### config.mk
export PLATFORM = sky130hd
export DESIGN_NAME = upr_play_ctrl
export DESIGN_NICKNAME = d
export VERILOG_FILES = /design/src/rtl/upr_play_ctrl.sv
export SDC_FILE = /design/constraint.sdc
export NUM_CORES = 1
export LEC_CHECK = 0
export CORE_MARGIN = 4
export CORE_UTILIZATION = 55
export CTS_BUF_LIST = sky130_fd_sc_hd__clkbuf_2
export DETAILED_ROUTE_END_ITERATION = 7
export GPL_ROUTABILITY_DRIVEN = 0
export PLACE_DENSITY_LB_ADDON = 0.3
export SYNTH_ARGS = -nofsm -noshare
export SYNTH_HDL_FRONTEND = slang
export SYNTH_SLANG_ARGS = --single-unit
export TNS_END_PERCENT = 20
### constraint.sdc
create_clock -name clk -period 3.2 [get_ports clk]
set_clock_uncertainty 0.2 [all_clocks]
set_input_delay 0.96 -clock clk [delete_from_list [all_inputs] [get_ports clk]]
set_output_delay 0.96 -clock clk [all_outputs]
set_load 0.01 [all_outputs]
### src/rtl/upr_play_ctrl.sv
// upr_play_ctrl - UART-configured sequencer for the ROM sample-playback path.
// Framed packets (A5, CMD, D3..D0, CS) set the phase step, loop bounds and run
// state; a 32-bit phase accumulator issues ROM addresses, and returned samples
// are registered for the TX datapath.
// Build option: define UPR_GAIN_EN to add the 8-bit output gain (CMD 0x05),
// which costs one extra pipeline stage on data_out/data_vld.
//
// Parser states:
//   S_IDLE | waiting for 0xA5 sync byte
//   S_CMD  | next byte is the command
//   S_DATA | collecting D3..D0, MSB first
//   S_CS   | next byte is the checksum
//   S_EXEC | one cycle, command applied

module upr_play_ctrl #(
    parameter logic [15:0] MAX_ADR  = 16'd12586,
    parameter logic [31:0] DEF_STEP = 32'd477901,
    parameter int          TIMEOUT  = 100000,
    parameter int          ROM_LAT  = 1
) (
    input  logic        clk,
    input  logic        rst,
    input  logic [7:0]  uart_in,
    input  logic        uart_rcv,
    input  logic        btn,
    input  logic [15:0] rom_in,
    output logic [15:0] adr_rom,
    output logic [31:0] data_out,
    output logic        data_vld,
    output logic        running,
    output logic        err,
    output logic        tst
);
    localparam int            TW       = $clog2(TIMEOUT + 1);
    localparam logic [TW-1:0] TMO_LOAD = TW'(TIMEOUT - 1);

    typedef enum logic [2:0] {S_IDLE, S_CMD, S_DATA, S_CS, S_EXEC} state_t;
    state_t state, state_nxt;

    logic [7:0]    cmd_q;
    logic [31:0]   data_q;
    logic [1:0]    byte_cnt;
    logic [TW-1:0] tmo_cnt;
    logic [7:0]    cs_calc;
    logic          cmd_ok;
    logic          tmo_hit;
    logic          pkt_err;
    logic          exec;

    logic [31:0]   step;
    logic [15:0]   start_adr;
    logic [15:0]   end_adr;
    logic [31:0]   acc;
    logic          run;
    logic          run_nxt;
    logic [2:0]    btn_sync;
    logic          btn_rel;
    logic [32:0]   sum;
    logic          tick;
    logic          wrap;
    logic [ROM_LAT:0] tick_pipe;

    assign cs_calc = cmd_q ^ data_q[31:24] ^ data_q[23:16] ^ data_q[15:8] ^ data_q[7:0];
    assign exec    = (state == S_EXEC);
`ifdef UPR_GAIN_EN
    assign cmd_ok  = (cmd_q >= 8'h01) && (cmd_q <= 8'h05);
`else
    assign cmd_ok  = (cmd_q >= 8'h01) && (cmd_q <= 8'h04);
`endif
    // The EXEC cycle is never waiting on the UART, so it is exempt from timeout
    assign tmo_hit = ((state == S_CMD) || (state == S_DATA) || (state == S_CS))
                     && !uart_rcv && (tmo_cnt == '0);

    // Parser state register
    always_ff @(posedge clk or negedge rst) begin
        if (!rst) state <= S_IDLE;
        else      state <= state_nxt;
    end

    // Parser next-state and error decode
    always_comb begin
        state_nxt = state;
        pkt_err   = 1'b0;
        case (state)
            S_IDLE: if (uart_rcv && (uart_in == 8'hA5)) state_nxt = S_CMD;
            S_CMD:  if (uart_rcv) state_nxt = S_DATA;
            S_DATA: if (uart_rcv && (byte_cnt == 2'd3)) state_nxt = S_CS;
            S_CS: begin
                if (uart_rcv) begin
                    if (uart_in == cs_calc) begin
                        state_nxt = S_EXEC;
                    end else begin
                        state_nxt = S_IDLE;
                        pkt_err   = 1'b1;
                    end
                end
            end
            S_EXEC: begin
                state_nxt = S_IDLE;
                if (!cmd_ok) pkt_err = 1'b1;
            end
            default: state_nxt = S_IDLE;
        endcase
        if (tmo_hit) begin
            state_nxt = S_IDLE;
            pkt_err   = 1'b1;
        end
    end

    // Packet capture and inter-byte timeout down-counter
    always_ff @(posedge clk or negedge rst) begin
        if (!rst) begin
            cmd_q    <= '0;
            data_q   <= '0;
            byte_cnt <= '0;
            tmo_cnt  <= TMO_LOAD;
            err      <= 1'b0;
        end else begin
            err <= pkt_err;
            if ((state == S_IDLE) || uart_rcv) tmo_cnt <= TMO_LOAD;
            else if (tmo_cnt != '0)            tmo_cnt <= tmo_cnt - TW'(1);
            if (state == S_CMD) begin
                byte_cnt <= '0;
                if (uart_rcv) cmd_q <= uart_in;
            end
            if ((state == S_DATA) && uart_rcv) begin
                data_q   <= {data_q[23:0], uart_in};
                byte_cnt <= byte_cnt + 2'd1;
            end
        end
    end

    // Configuration registers written from EXEC
    always_ff @(posedge clk or negedge rst) begin
        if (!rst) begin
            step      <= DEF_STEP;
            start_adr <= '0;
            end_adr   <= MAX_ADR;
        end else if (exec) begin
            if (cmd_q == 8'h01) step      <= data_q;
            if (cmd_q == 8'h02) start_adr <= data_q[15:0];
            if (cmd_q == 8'h03) end_adr   <= data_q[15:0];
        end
    end

    // Button: two-flop synchroniser plus one delay flop for release detect
    always_ff @(posedge clk or negedge rst) begin
        if (!rst) btn_sync <= '0;
        else      btn_sync <= {btn_sync[1:0], btn};
    end
    assign btn_rel = btn_sync[2] & ~btn_sync[1];

    // A run command overrides a simultaneous button toggle
    always_comb begin
        run_nxt = run;
        if (exec && (cmd_q == 8'h04)) run_nxt = data_q[0];
        else if (btn_rel)             run_nxt = ~run;
    end

    assign sum  = {1'b0, acc} + {1'b0, step};
    assign tick = run && run_nxt && sum[32];
    assign wrap = (adr_rom >= end_adr) || (adr_rom < start_adr);

    // Run state, phase accumulator and address generation
    always_ff @(posedge clk or negedge rst) begin
        if (!rst) begin
            run     <= 1'b0;
            acc     <= '0;
            adr_rom <= '0;
        end else begin
            run <= run_nxt;
            if (run_nxt && !run) begin
                acc     <= '0;
                adr_rom <= start_adr;
            end else if (!run_nxt) begin
                acc <= '0;
            end else begin
                acc <= sum[31:0];
                if (sum[32]) adr_rom <= wrap ? start_adr : adr_rom + 16'd1;
            end
        end
    end

    // Track each tick until its ROM word is on rom_in
    always_ff @(posedge clk or negedge rst) begin
        if (!rst) tick_pipe <= '0;
        else      tick_pipe <= {tick_pipe[ROM_LAT-1:0], tick};
    end

`ifdef UPR_GAIN_EN
    logic [7:0]  gain;
    logic [23:0] prod_q;
    logic        prod_vld;

    // Gain register written from EXEC
    always_ff @(posedge clk or negedge rst) begin
        if (!rst)                          gain <= 8'd11;
        else if (exec && (cmd_q == 8'h05)) gain <= data_q[7:0];
    end

    // Multiply stage followed by the output register
    always_ff @(posedge clk or negedge rst) begin
        if (!rst) begin
            prod_q   <= '0;
            prod_vld <= 1'b0;
            data_out <= '0;
            data_vld <= 1'b0;
        end else begin
            prod_vld <= tick_pipe[ROM_LAT];
            if (tick_pipe[ROM_LAT]) prod_q <= 24'(rom_in) * 24'(gain);
            data_vld <= prod_vld;
            if (prod_vld) data_out <= {8'h00, prod_q};
        end
    end
`else
    // Output register captures the ROM word
    always_ff @(posedge clk or negedge rst) begin
        if (!rst) begin
            data_out <= '0;
            data_vld <= 1'b0;
        end else begin
            data_vld <= tick_pipe[ROM_LAT];
            if (tick_pipe[ROM_LAT]) data_out <= {16'h0000, rom_in};
        end
    end
`endif

    assign running = run;
    assign tst     = acc[31];

endmodule
==> results of run 1 <==
## repair_timing
item	in CTS	in global routing
hold endpoints to repair	57	0
cloned	3	0
hold buffers	1	0
pin swaps	10	8
gates resized for setup	15	11
endpoints found under the setup margin	19	24
setup buffers	3	1
## area by class of cell
cell class / instances / area [um^2] / area share [%]
multi-input cells: 727 / 5410 / 44.1
flip-flops and latches: 198 / 5000 / 40.7
repair buffers: 105 / 1120 / 9.13
well taps: 260 / 325 / 2.65
inverters: 57 / 214 / 1.74
clock buffers: 24 / 120 / 0.979
clock inverters: 8 / 78.8 / 0.642
## sequential cells by signal, indices dropped and copies added (netlist names), 2 cells and up
name and flops:
btn_sync 3, end_adr 16, byte_cnt 2, tmo_cnt 17, start_adr 16, state 3
data_out 16, data_q 32, step 32, acc 32, adr_rom 16, tick_pipe 2
cmd_q 8
## cells by family (layout without fill, tap and decap cells)
group | after synthesis | in the layout | share of synthesized area, %
compound gates | 193 | 193 | 11.5
xor+xnor | 74 | 74 | 6.02
fa+ha+maj | 67 | 67 | 7.86
buf+inv | 104 | 194 | 4.29
flops | 198 | 198 | 46.4
mux | 118 | 118 | 12.2
other cells | 1 | 16 | 0.0349
simple gates | 259 | 259 | 11.7
## placed cells by master, fill, tap and decap left out, types with 29 or more instances in the layout
master,n
ha_1,65
nor2_1,71
xnor2_1,62
a21oi_1,44
buf_4,29
o21ai_0,48
nand2_1,79
clkdlybuf4s50_1,59
inv_1,56
dfrtp_1,162
mux2_2,103
## metrics by stage
step	hold slack [ns]	total power, mW	setup TNS (ns)
floorplan	0.131	5.67	0
CTS	0.192	8.17	-0.0817
detailed placement	0.141	6.86	-0.187
global route	0.206	8.72	-1.26
global placement	0.133	6.73	0
finish	0.185	8.17	-0.0271
## power breakdown
group          switching [mW]  total [mW]  internal, mW
clock network           0.836        1.14         0.306
logic                    1.60        3.42          1.82
registers               0.686        3.61          2.93
## metal layers
metal / track usage (%) / up-vias / routed length [um]
li1: - / 3732 / -
met3: 3.83 / 35 / 893
met1: 30.7 / 3884 / 11000
met4: 5.96 / 0 / 405
met5: 0 / - / 0
met2: 36.2 / 154 / 11400
## final timing paths
check | end | startpoint | cells past startpoint
worst max-delay path | adr_rom[9] | step[0] | 14
worst min-delay path | btn_sync[1] | btn_sync[0] | 0
worst max register to register | adr_rom[9] | step[0] | 14
worst min register to register | btn_sync[1] | btn_sync[0] | 0
max in group asynchronous | step[2] | rst | 3
min in group asynchronous | adr_rom[8] | rst | 2
## worst max-delay path: stages (launching register included)
cell and delay (ns):
dfstp_2 0.62, ha_4 0.13, inv_2 0.03, fa_2 0.34, nor2b_2 0.14, o31a_1 0.16, o41ai_2 0.08, o211a_1 0.26
a2111o_1 0.48, a21oi_4 0.17, buf_12 0.16, buf_12 0.11, buf_16 0.11, o21ai_1 0.07, a22oi_1 0.15
## synth_stat cells (17+ instances only)
| cell | count |
|---|---|
| a21oi_1 | 44 |
| buf_4 | 17 |
| clkbuf_1 | 23 |
| dfrtp_1 | 171 |
| dfstp_2 | 27 |
| ha_1 | 66 |
| inv_1 | 57 |
| mux2_2 | 103 |
| nand2_1 | 79 |
| nand3_1 | 19 |
| nor2_1 | 73 |
| o21ai_0 | 48 |
| xnor2_1 | 62 |
==> impl_results.md, run 1 <==
* Vias in the first global route at 7,598
* First-pass GRT wire length at 38.9 mm
* # setup viols final at 4
* Pre-CTS setup slack at -0.0640 ns
* Critical path endpoint category: register
* Non-Filler Instances at 1,379
* DRC violations left at 0
* Initial detailed-routing violation count at 460
* Tot GR Track Use at 22.1%
* Syn Area/Cell at 10.6 um^2
* Worst R2R Setup Slack at -0.01 ns
* EDFF count, synth at 0
* TritonCTS clock tree: yes
* Root buffer cell: clkbuf_2
* Clock latency on the worst-skew pair at 0.80 ns
* H-tree Lvls at 4
* Slew of the pin with the lowest slew margin at 0.662 ns
* Yosys reg bits at 198
* PortBufs at 63
* Antenna violations before repair at 0
* Die height at 148 um
* Antenna Nets Post-Route at 0
* Fmax at 0.311 GHz
* TritonCTS Buffers at 17
* DP HPWL at 16.9 mm
* Setup Crit Path Kind: reg2reg
* P&R area growth vs syn at 14.1%
* Leading area contributor after synthesis: dfrtp_1
* CP max FO at 8
* Final instance area at 12,300 um^2
* Async SR Flop Fraction at 100%
* Leakage at 5.45 nW
* Placed cells at 1,339
* Mapped Cells at 1,014
* Final Net Count at 1,201
* Final period utilization at 100%
* Die area at 21,900 um^2
* Die Wd at 148 um
* CP startpoint kind: register
* Global route overflow at 0
* Sink Count at 198
* Distinct cells, synth at 72
* Power Density at 666 nW/um^2
* Critical path arrival at 3.77 ns
* Failing checks: setup timing
* Fin crit period at 3.21 ns
* Initial core utilization at 56.8%
* Pre-antenna DRT Iters at 4
* Fillers at 1,470
* Unrepaired setup endpoints after global routing: true
* Final worst setup slack at -0.0145 ns
* Max Cap Viol at 0
* Post-Syn Area at 10,800 um^2
* Ranking of synthesized cells by area: dfrtp_1, mux2_2, ha_1
* Vias per std cell at 5.66
* Core area at 19,000 um^2
* Layout cells sized above 1 at 21.0%
* Std-Cell Rows at 50
* Outcome: finished, violations left
* Routed vias at 7,805
* DP Area at 11,900 um^2
* Synth Flop Type: dfrtp_1
* Clock Pin Slew Worst Setup and Hold Paths at 0.31 ns
* WP data required at 3.75 ns
* Final Util at 64.7%
* Register area share after synthesis at 46.4%
* Worst Hold Class: reg2reg
* Largest net degree at the start of global routing at 68
* Io pins at 80
* Peak VDD IR at 0.334 mV
* YS warnings at 0
* Yosys top cell area share at 39.8%
* Bufs on Longest Clock Path at 2
* Slew Viols, Final at 0
* ANT cells at 0
* Routed WL at 23.8 mm
* Fin. Hold Viols at 0
* Relative slew slack at 55.9%
* Average wire per standard cell at 17.2 um
Power figures use the tool's default switching activity.
==> run 2, diff against run 1 <==
Settings changed: CAP_MARGIN from default to 5, GPL_ROUTABILITY_DRIVEN 0 to default.
==> results of run 2 <==
Same layout as run 1: the final DEF is identical, and so are final timing and power.
